<file path="config.mk">
export PLATFORM = sky130hd
export DESIGN_NAME = exec_stage_pipe
export DESIGN_NICKNAME = d
export VERILOG_FILES = /design/src/rtl/exec_stage_pipe.sv
export SDC_FILE = /design/constraint.sdc
export NUM_CORES = 1
export LEC_CHECK = 0
export ABC_CLOCK_PERIOD_IN_PS = 4900
export BUFFER_PORTS_ARGS = -buffer_cell sky130_fd_sc_hd__buf_2
export CAP_MARGIN = 5
export CORE_AREA = 2 2 198 200
export CTS_CLUSTER_DIAMETER = 200
export DETAILED_ROUTE_END_ITERATION = 10
export DIE_AREA = 0 0 200 202
export HOLD_SLACK_MARGIN = 0.05
export PLACE_DENSITY = 0.72
export REMOVE_ABC_BUFFERS = 1
export SLEW_MARGIN = 20
export SYNTH_ARGS = -nofsm -noshare
export SYNTH_HDL_FRONTEND = slang
export SYNTH_SLANG_ARGS = --single-unit
</file>
<file path="constraint.sdc">
create_clock -name Clk -period 4.9 [get_ports Clk]
set_input_delay 0.735 -clock Clk [delete_from_list [all_inputs] [get_ports Clk]]
set_output_delay 0.735 -clock Clk [all_outputs]
set_load 0.03 [all_outputs]
</file>
<file path="src/rtl/exec_stage_pipe.sv">
// Execute stage: operand forwarding, single-cycle/multicycle issue and an
// elastic output register feeding the downstream stage.
module exec_stage_pipe #(
  parameter int DATA_W    = 32,
  parameter int REG_ID_W  = 5,
  parameter int T_W       = 4,
  parameter int NUM_FWD   = 2,
  parameter int PAYLOAD_W = 64
) (
  input  logic                      Clk,
  input  logic                      Clr,
  input  logic                      flush,
  input  logic                      in_valid,
  output logic                      in_ready,
  input  logic [REG_ID_W-1:0]       in_rs_id,
  input  logic [REG_ID_W-1:0]       in_rt_id,
  input  logic [REG_ID_W-1:0]       in_reg_id,
  input  logic [DATA_W-1:0]         in_rs_data,
  input  logic [DATA_W-1:0]         in_rt_data,
  input  logic [T_W-1:0]            in_t,
  input  logic                      in_wen,
  input  logic                      in_multi,
  input  logic [PAYLOAD_W-1:0]      in_payload,
  input  logic [NUM_FWD-1:0]        fwd_valid,
  input  logic [NUM_FWD-1:0]        fwd_wen,
  input  logic [NUM_FWD*T_W-1:0]    fwd_t,
  input  logic [NUM_FWD*REG_ID_W-1:0] fwd_reg_id,
  input  logic [NUM_FWD*DATA_W-1:0] fwd_data,
  output logic [DATA_W-1:0]         op_rs,
  output logic [DATA_W-1:0]         op_rt,
  input  logic [DATA_W-1:0]         alu_result,
  output logic                      xalu_start,
  output logic                      xalu_cancel,
  input  logic                      xalu_done,
  input  logic [DATA_W-1:0]         xalu_result,
  output logic                      out_valid,
  output logic                      out_wen,
  input  logic                      out_ready,
  output logic [T_W-1:0]            out_t,
  output logic [REG_ID_W-1:0]       out_reg_id,
  output logic [DATA_W-1:0]         out_data,
  output logic [DATA_W-1:0]         out_store_data,
  output logic [PAYLOAD_W-1:0]      out_payload,
  output logic                      busy
);

  typedef enum logic [1:0] {IDLE, WAIT_X, DONE_HOLD} state_t;

  state_t                r_state;
  state_t                w_state_nxt;

  logic                  r_valid_p1;
  logic                  r_wen_p1;
  logic [T_W-1:0]        r_t_p1;
  logic [REG_ID_W-1:0]   r_reg_id_p1;
  logic [DATA_W-1:0]     r_data_p1;
  logic [DATA_W-1:0]     r_store_p1;
  logic [PAYLOAD_W-1:0]  r_payload_p1;

  logic                  r_hold_wen;
  logic [T_W-1:0]        r_hold_t;
  logic [REG_ID_W-1:0]   r_hold_reg_id;
  logic [DATA_W-1:0]     r_hold_store;
  logic [PAYLOAD_W-1:0]  r_hold_payload;
  logic [DATA_W-1:0]     r_hold_result;

  logic                  w_advance;
  logic                  w_acc_single;
  logic                  w_acc_multi;
  logic                  w_x_finish;
  logic                  w_own_ok;
  logic [T_W-1:0]        w_t_dec;

  // Lowest priority source is applied first so later (higher priority) hits override.
  function automatic logic [DATA_W-1:0] f_fwd(
    input logic [REG_ID_W-1:0]         id,
    input logic [DATA_W-1:0]           rf,
    input logic                        own_ok,
    input logic [REG_ID_W-1:0]         own_id,
    input logic [DATA_W-1:0]           own_data,
    input logic [NUM_FWD-1:0]          v,
    input logic [NUM_FWD-1:0]          w,
    input logic [NUM_FWD*T_W-1:0]      t,
    input logic [NUM_FWD*REG_ID_W-1:0] rid,
    input logic [NUM_FWD*DATA_W-1:0]   d
  );
    logic [DATA_W-1:0] res;
    res = rf;
    if (id != '0) begin
      for (int k = NUM_FWD - 1; k >= 0; k--) begin
        if (v[k] && w[k] && (t[k*T_W +: T_W] == '0) &&
            (rid[k*REG_ID_W +: REG_ID_W] == id))
          res = d[k*DATA_W +: DATA_W];
      end
      if (own_ok && (own_id == id))
        res = own_data;
    end
    return res;
  endfunction

  assign w_advance = !r_valid_p1 || out_ready;
  assign w_own_ok  = r_valid_p1 && r_wen_p1 && (r_t_p1 == '0);
  assign w_t_dec   = (in_t == '0) ? '0 : in_t - T_W'(1);

  assign op_rs = f_fwd(in_rs_id, in_rs_data, w_own_ok, r_reg_id_p1, r_data_p1,
                       fwd_valid, fwd_wen, fwd_t, fwd_reg_id, fwd_data);
  assign op_rt = f_fwd(in_rt_id, in_rt_data, w_own_ok, r_reg_id_p1, r_data_p1,
                       fwd_valid, fwd_wen, fwd_t, fwd_reg_id, fwd_data);

  always_comb begin
    w_state_nxt  = r_state;
    in_ready     = 1'b0;
    w_acc_single = 1'b0;
    w_acc_multi  = 1'b0;
    w_x_finish   = 1'b0;
    xalu_start   = 1'b0;
    xalu_cancel  = 1'b0;
    busy         = (r_state != IDLE);

    in_ready     = w_advance && (r_state == IDLE) && !flush && !Clr;
    w_acc_single = in_valid && in_ready && !in_multi;
    w_acc_multi  = in_valid && in_ready && in_multi;
    xalu_start   = w_acc_multi;
    w_x_finish   = (r_state == WAIT_X) && xalu_done;

    case (r_state)
      IDLE:      if (w_acc_multi) w_state_nxt = WAIT_X;
      WAIT_X:    if (xalu_done) w_state_nxt = w_advance ? IDLE : DONE_HOLD;
      DONE_HOLD: if (w_advance) w_state_nxt = IDLE;
      default:   w_state_nxt = IDLE;
    endcase

    if (flush) begin
      w_state_nxt = IDLE;
      xalu_cancel = (r_state != IDLE);
    end
  end

  always_ff @(posedge Clk or posedge Clr) begin
    if (Clr) r_state <= IDLE;
    else     r_state <= w_state_nxt;
  end

  // Multicycle context; only meaningful while busy, so left unreset.
  always_ff @(posedge Clk) begin
    if (w_acc_multi) begin
      r_hold_wen     <= in_wen;
      r_hold_t       <= in_t;
      r_hold_reg_id  <= in_reg_id;
      r_hold_store   <= op_rt;
      r_hold_payload <= in_payload;
    end
    if (w_x_finish && !w_advance && !flush)
      r_hold_result <= xalu_result;
  end

  // Output register stage (p1)
  always_ff @(posedge Clk or posedge Clr) begin
    if (Clr) begin
      r_valid_p1   <= 1'b0;
      r_wen_p1     <= 1'b0;
      r_t_p1       <= '0;
      r_reg_id_p1  <= '0;
      r_data_p1    <= '0;
      r_store_p1   <= '0;
      r_payload_p1 <= '0;
    end else if (flush) begin
      r_valid_p1 <= 1'b0;
      r_wen_p1   <= 1'b0;
      r_t_p1     <= '0;
    end else if (w_advance) begin
      if (w_acc_single) begin
        r_valid_p1   <= 1'b1;
        r_wen_p1     <= in_wen;
        r_t_p1       <= w_t_dec;
        r_reg_id_p1  <= in_reg_id;
        r_data_p1    <= alu_result;
        r_store_p1   <= op_rt;
        r_payload_p1 <= in_payload;
      end else if (w_x_finish || (r_state == DONE_HOLD)) begin
        r_valid_p1   <= 1'b1;
        r_wen_p1     <= r_hold_wen;
        r_t_p1       <= r_hold_t;
        r_reg_id_p1  <= r_hold_reg_id;
        r_data_p1    <= w_x_finish ? xalu_result : r_hold_result;
        r_store_p1   <= r_hold_store;
        r_payload_p1 <= r_hold_payload;
      end else begin
        r_valid_p1 <= 1'b0;
        r_wen_p1   <= 1'b0;
      end
    end
  end

  assign out_valid      = r_valid_p1;
  assign out_wen        = r_wen_p1;
  assign out_t          = r_t_p1;
  assign out_reg_id     = r_reg_id_p1;
  assign out_data       = r_data_p1;
  assign out_store_data = r_store_p1;
  assign out_payload    = r_payload_p1;

endmodule

</file>
# == Word-level counts from Yosys, hierarchy flattened ==
# Index checks and enable logic that the tools add are counted.
# totals
in_bits,305
regBits,279
word_cells,106
out_inout_bits,207
# classes
bitwise,1
reduce_logical,42
mux,37
eq_ne,11
n_addsub,1
# ops
cell,count
$mux 32,13
$mux 64,2
$eq 5x5->1,6
$logic_and 1x1->1,21
$mux 4,5
$logic_not 4->1,4
$mux 2,5
$mux 5,2
$reduce_bool 5->1,2
$mux 1,9
$ne 3x3->1 const B,3
$pmux 2 s3,1
$reduce_and 3->1,2
$reduce_bool 2->1,3
$logic_not 1->1,5
$sub 4x1->4 const B,1
$reduce_bool 3->1,1
$eq 2x1->1 const B,1
$eq 2x2->1 const B,1
$logic_not 2->1,1
$logic_or 1x1->1,2
$reduce_and 2->1,1
$not 1->1,1

# == Longest topological paths before layout ==
# Gate-level depths: netlist of run 1.
# logic_depth
ltp_word,10
mapped_depth,9
ltp_nobuf,6

# == Worst setup path before layout of run 1 ==
# No wires, ideal clock.
# synth_timing
path_kind,input -> output
start,input port out_ready
end,output port xalu_start
path_stages,3
arrival_ps,4161
setup_slack_ps,4
required_ps,4165
path_buffers,0
path_cell_list,nor2b_1 > nor4_4 > and3_1
# synth_between
elab_chain_cells,6
# synth_rtl
item,line_no,text
"start, declared",38,"input logic out_ready,"
$logic_or 1x1->1,101,assign w_advance = !r_valid_p1 || out_ready;
$logic_and 1x1->1 (3 in a row),120,in_ready = w_advance && (r_state == IDLE) && !flush && !Clr;
net in_ready,14,"output logic in_ready,"
$logic_and 1x1->1 (2 in a row),122,w_acc_multi = in_valid && in_ready && in_multi;
"end, declared",32,"output logic xalu_start,"
# The timed path passes the listed nets, and every way through them passes these cells.

# == Final worst setup path of run 1 ==
# layout_timing
start,register r_t_p1[2] (netlist: out_t[2])
end,output port op_rt[10]
# layout_between
elab_chain_cells,5
# layout_rtl
item,line_no,text
"start, declared",54,logic [T_W-1:0] r_t_p1;
"start signal, assigned",175,r_t_p1 <= w_t_dec;
"start signal, assigned",183,r_t_p1 <= r_hold_t;
$logic_not 4->1,102,assign w_own_ok = r_valid_p1 && r_wen_p1 && (r_t_p1 == '0);
$logic_and 1x1->1,102,
$logic_and 1x1->1,95,if (own_ok && (own_id == id))
$mux 32,95,
$mux 32,89,if (id != '0) begin
"end, declared",30,"output logic [DATA_W-1:0] op_rt,"
# No other way between the ends.

==> results of run 1 <==
[worst reg2reg max path, delay by kind of cell, from the launching register on]
kind	cells	cell delay, ps
AND/OR/NAND/NOR	1	460
flip-flops	1	380
AO/OA/AOI/OAI	4	1490
buffers and inverters	3	840
[placed cells by master, fill, tap and decap left out, types with 10 or more instances in the layout]
cell       count
mux2_2        32
o21ai_0      104
a32oi_1       10
nand4_1       28
o31ai_1       22
clkbuf_16     31
a22oi_1       54
mux2i_1       65
and2_1        23
a21oi_1       84
dfrtp_1      141
a31oi_1       79
buf_2        511
edfxtp_1     138
nor2_1       122
nand3_1       42
o21ai_1       37
buf_4         18
clkinv_2      11
o211ai_1      20
xor2_1        11
nand2_1      245
xnor2_1       19
[sequential cells by signal, summed over array words and instances, names as in the netlist]
| signal | cells |
|---|---|
| r_state | 2 |
| r_hold_reg_id | 5 |
| r_hold_payload | 64 |
| out_t | 4 |
| r_hold_store | 32 |
| out_valid | 1 |
| out_payload | 64 |
| r_hold_result | 32 |
| out_wen | 1 |
| out_data | 32 |
| r_hold_t | 4 |
| r_hold_wen | 1 |
| out_store_data | 32 |
| out_reg_id | 5 |
[kinds of logic after synthesis]
logic type,count (synthesis),share of synthesized area [%]
xor+xnor,30,1.86
mux,97,7.15
buf+inv,117,3.45
simple gates,494,15.2
compound gates,422,18.0
flops,279,54.3
[power groups by stage]
stage	combinational, W	clock (W)	sequential (W)
floorplan	0.000524	0	0.00360
global placement	0.00181	0	0.00307
detailed placement	0.00184	0	0.00308
CTS	0.00184	0.00249	0.00304
global route	0.00196	0.00259	0.00308
finish	0.00184	0.00244	0.00304
[metrics by stage]
| step | power [W] | setup TNS, ps | setup WS [ps] | util [%] | hold slack [ps] |
|---|---|---|---|---|---|
| finish | 0.00732 | 0 | 632 | 47.8 | 261 |
| global route | 0.00763 | 0 | 282 | 47.8 | 300 |
| CTS | 0.00737 | 0 | 608 | 47.7 | 289 |
| detailed placement | 0.00492 | 0 | 1040 | 45.0 | 468 |
| global placement | 0.00487 | 0 | 1150 | 45.0 | 463 |
| floorplan | 0.00412 | -280790 | -2670 | - | 462 |
[worst min-delay path by stage]
stage / to / slack [ps] / start
after global placement: out_store_data[1] / 460 / out_store_data[1]
final: out_data[9] / 260 / Clr
after CTS: out_store_data[1] / 290 / Clr
after floorplan: r_state[0] / 460 / r_state[1]
after global routing: out_data[9] / 300 / Clr
after detailed placement: out_store_data[1] / 470 / out_store_data[1]
[layer usage]
| layer | track usage (%) | wire [um] | up-vias |
|---|---|---|---|
| li1 | - | - | 6209 |
| met1 | 33.0 | 21300 | 6695 |
| met2 | 44.7 | 26900 | 795 |
| met3 | 4.96 | 4720 | 167 |
| met4 | 12.0 | 2630 | 0 |
| met5 | 0 | 0 | - |
[layout make-up]
| cell class | instances | area share [%] |
|---|---|---|
| Antenna cell | 5 | 0.0683 |
| Clock buffer | 38 | 4.54 |
| Timing Repair Buffer | 536 | 15.5 |
| Clock inverter | 20 | 1.25 |
| Tap cell | 518 | 3.54 |
| Multi-Input combinational cell | 1043 | 33.1 |
| Inverter | 4 | 0.109 |
| Sequential cell | 279 | 41.9 |
==> metrics, run 1 <==
Max-cap violations=0; WL/cell=22.7 um; grt total ovfl=0; share of layout cells above drive strength 1=33.5%; Final Hold Viols=0; Cell variety after synth=48; Storage cell area=0.00767 mm2; Final Cycle Share=87.1%; Final Max Tran Viols=0; commonest cells in the synthesized netlist=nand2_1, dfrtp_1, edfxtp_1; fin crit period=4270 ps; CTS Buf Count=31; DRC=0; All-Layer GR Usage=26.5%; initial antenna violation count=5; root buf cell=clkbuf_16; CTS tree=done; Max Buffers Root-to-Sink=3; DRT Pass-1 Iters=5; leakage power=7.81 nW; P per Cell Area=400 mW/mm2; Die X=200 um; internal power=0.00479 W; H-tree depth=1; CP cell instances=nor4bb_1, nand4_1, buf_4, nor2_1, nand2_1, a31oi_1, buf_2; WS Path Type=register to output pin; final std cells w/o fill=2443; worst slew pin tran=1180 ps; Synthesis Warnings=0; status=completed; CP Capture Type=output pin; design area=0.0183 mm2; top-count cell post-synth=nand2_1; wire length of the first global-routing pass=81700 um; Crit path max-delay family=simple AND/OR/NAND/NOR gates; clk_skew=9.08 ps; Worst R2R Setup Slack=1640 ps; Routed Antenna Nets=0; Mapped Area=0.0141 mm2; Placeable Area=0.0383 mm2; most common flop cell mapped by yosys=dfrtp_1; multi-input logic area=0.00606 mm2; Worst path max stage delay=750 ps; DP Cell Count=2379; Worst Hold Class=primary input to async pin; Die Height=202 um; cts hold-fix bufs=0; Cells after Synth=1439; Reg2Reg Depth=8; sequential power share=41.5%; die area=0.0404 mm2; largest area contributor in the netlist=edfxtp_1; Worst-path clk slew=60 ps; Crit-path slowest cell=nor2_1; dominant cells by area after synthesis=edfxtp_1, dfrtp_1, nand2_1; Post-synth EDFFs=138; RSZ-0062 raised after global routing=no; Clk pwr share=33.4%; Post-CTS Setup Bufs=0; FMAX=234 MHz; Mean Syn Cell Area=9.82 um2; FF+latch count, synth=279; Filler Cells Inserted=3620; Final #Nets=2200; Max IR drop VDD=0.000271 V; Vias/cell=5.68; clk_lat worst skew=570 ps; NetSw=0.00253 W; P&R area growth vs syn=29.6%; CP max FO=12; Reg-to-Reg End=out_store_data[4]; Total Wirelength=55500 um; CP Buf/Inv Count=2; sw frac=34.6%; DP Area=0.0172 mm2; crit path from=out_t[2]; # resized after CTS=0; I/O Buffers=511; vias in the first global route=13500; max_slew headroom=21.3%; Startpoint Class=register; Comb pwr share=25.1%; Seq/Total Area, Yosys=54.3%; hpwl dp=38100 um; TritonCTS Sinks=279; Initial Util=36.9%; Vias=13900; # setup viols final=0; FP Rows=72; Critical Path Stages=7; Async S/R FF share, synth=50.5%; Critical Path AT=3530 ps; Critical Path End=op_rt[10]; worst path required time=4160 ps; R2R Path Start=r_state[0]; Yosys top cell area share=29.3%; io pins=512; Starting DRT DRC Count=1134; GP Congestion=0.936; largest net degree at the start of global routing=167
Note: power is estimated with default switching activity, not from simulation.
==> run 2: changes to the inputs <==
--- a/constraint.sdc
+++ b/constraint.sdc
@@ -3,2 +3,2 @@
 set_output_delay 0.735 -clock Clk [all_outputs]
-set_load 0.03 [all_outputs]
+set_load 0.02 [all_outputs]
==> metrics, run 2 (same netlist as run 1, synthesis figures left out) <==
status=completed; P per Cell Area=383 mW/mm2 (-4.2%); FMAX=237 MHz (+1.3%); Worst Setup Slack, final=688 ps (+56.6 ps); CP cell instances=nor4bb_1, nand4_1, nor2_4, a22oi_1, o21ai_1, buf_2; clk_skew=14.8 ps (+5.69 ps); DRT Pass-1 Iters=5 (unchanged); DP Area=0.0172 mm2 (about the same); wire length of the first global-routing pass=82500 um (+0.98%); Comb pwr share=22.6% (-2.5 points); CTS tree=done; grt total ovfl=0 (unchanged); Initial Util=36.9% (unchanged); design area=0.0183 mm2 (-0.20%); Max Buffers Root-to-Sink=3 (unchanged); io pins=512 (unchanged); All-Layer GR Usage=26.8% (+0.23 points); fin util=47.7% (-0.095 points); Final Hold Viols=0 (unchanged); commonest non-fill, non-tap cell in the layout=buf_2; P&R area growth vs syn=29.3%; DRC=0 (unchanged); Crit-path slowest cell=nor2_4; CTS Buf Count=31 (unchanged); Clk pwr share=33.9% (+0.5 points); # setup viols final=0 (unchanged); FP Rows=72 (unchanged); Final Cycle Share=86.0% (-1.2 points); root buf cell=clkbuf_16; die area=0.0404 mm2 (unchanged); clk_lat worst skew=570 ps (about the same); Max-cap violations=0 (unchanged); initial antenna violation count=7 (+2); H-tree depth=1 (unchanged); R2R Path Start=out_valid; Worst R2R Setup Slack=1850 ps (+210 ps); Final #Nets=2200 (unchanged); share of layout cells above drive strength 1=33.5% (about the same); Worst path max stage delay=970 ps (+220 ps); cts hold-fix bufs=0 (unchanged); WL/cell=22.8 um (+0.33%); Filler Cells Inserted=3578 (-1.2%); Worst Hold Class=primary input to async pin; Reg2Reg Depth=7 (-1); final setup TNS=0 ps (unchanged); internal power=0.00471 W (-1.6%); most frequent cells in the layout=buf_2, nand2_1, dfrtp_1; CP max FO=32 (+20); worst path required time=4160 ps (about the same); Placeable Area=0.0383 mm2 (unchanged); Max IR drop VDD=0.000251 V (-7.5%); sw frac=32.7% (-1.9 points); Startpoint Class=register; hpwl dp=38500 um (+1.0%); CP Capture Type=output pin; leakage power=7.77 nW (-0.41%); Vias/cell=5.71 (+0.63%); Crit path max-delay family=simple AND/OR/NAND/NOR gates; Die X=200 um (unchanged); I/O Buffers=511 (unchanged); vias in the first global route=14000 (+3.4%); TritonCTS Sinks=279 (unchanged); Post-CTS Setup Bufs=0 (unchanged); WS Path Type=register to output pin; Total Wirelength=55700 um (+0.33%); max_slew headroom=21.3% (about the same); NetSw=0.00229 W (-9.7%); Critical Path AT=3480 ps (-50 ps); fin crit period=4210 ps (-56.6 ps); worst slew pin tran=1180 ps (+0.0661 ps); worst slack, placed=966 ps (-77.6 ps); sequential power share=43.5% (+2.0 points); Reg-to-Reg End=out_store_data[26]; Starting DRT DRC Count=1059 (-6.6%); Routed Antenna Nets=0 (unchanged); Worst-path clk slew=70 ps (about the same); CP Buf/Inv Count=1 (-1); RSZ-0062 raised after global routing=no; # resized after CTS=0 (unchanged); Die Height=202 um (unchanged); Final Max Tran Viols=0 (unchanged); GP Congestion=0.938 (+0.15%); largest net degree at the start of global routing=167 (unchanged); Vias=14000 (+0.63%)
run 2: changes by cell type in the layout (fill, tap and decap cells not counted), sizes merged:
cell    before  now
inv          5    4
clkbuf      38   41
diode        5    7
clkinv      13   11
bufinv       5    3
run 2: stage by stage:
stage / hold slack, ps / cells / power (W)
floorplan: 462 / 1326 / 0.00387
finish: 254 / 2443 / 0.00700
global route: 327 / 2441 / 0.00729
CTS: 324 / 2435 / 0.00701
global placement: 463 / 2379 / 0.00462
detailed placement: 476 / 2379 / 0.00466
run 2: power groups by stage:
stage                     combinational (W)  clock (W)  sequential (W)
after CTS                           0.00158    0.00239         0.00304
final                               0.00158    0.00237         0.00305
after global routing                0.00171    0.00250         0.00309
after global placement              0.00155          0         0.00307
after detailed placement            0.00158          0         0.00308
after floorplan                    0.000497          0         0.00337
run 2: final cells by class:
type,instances,area (um2),share of cell area (%)
Antenna cell,7,17.5,0.0958
Clock buffer,41,863,4.72
Clock inverter,15,161,0.883
Inverter,4,20.0,0.110
Multi-Input combinational cell,1043,6060,33.2
Sequential cell,279,7670,42.0
Tap cell,518,648,3.55
Timing Repair Buffer,536,2830,15.5
run 2: worst max-delay path by stage:
stage | cells after the start | to | startpoint
global route | 6 | op_rs[16] | out_t[2]
finish | 6 | op_rs[26] | out_t[2]
detailed placement | 9 | op_rs[27] | fwd_t[5]
CTS | 6 | op_rt[27] | out_t[2]
global placement | 9 | op_rs[27] | fwd_t[5]
floorplan | 6 | out_store_data[11] | out_ready
run 2: metal layers:
| layer | wire, um | track usage [%] | up-vias |
|---|---|---|---|
| met5 | 11 | 0 | - |
| met4 | 2740 | 13.4 | 2 |
| met3 | 5100 | 5.67 | 185 |
| met2 | 26800 | 44.4 | 781 |
| met1 | 21100 | 32.9 | 6795 |
| li1 | - | - | 6191 |
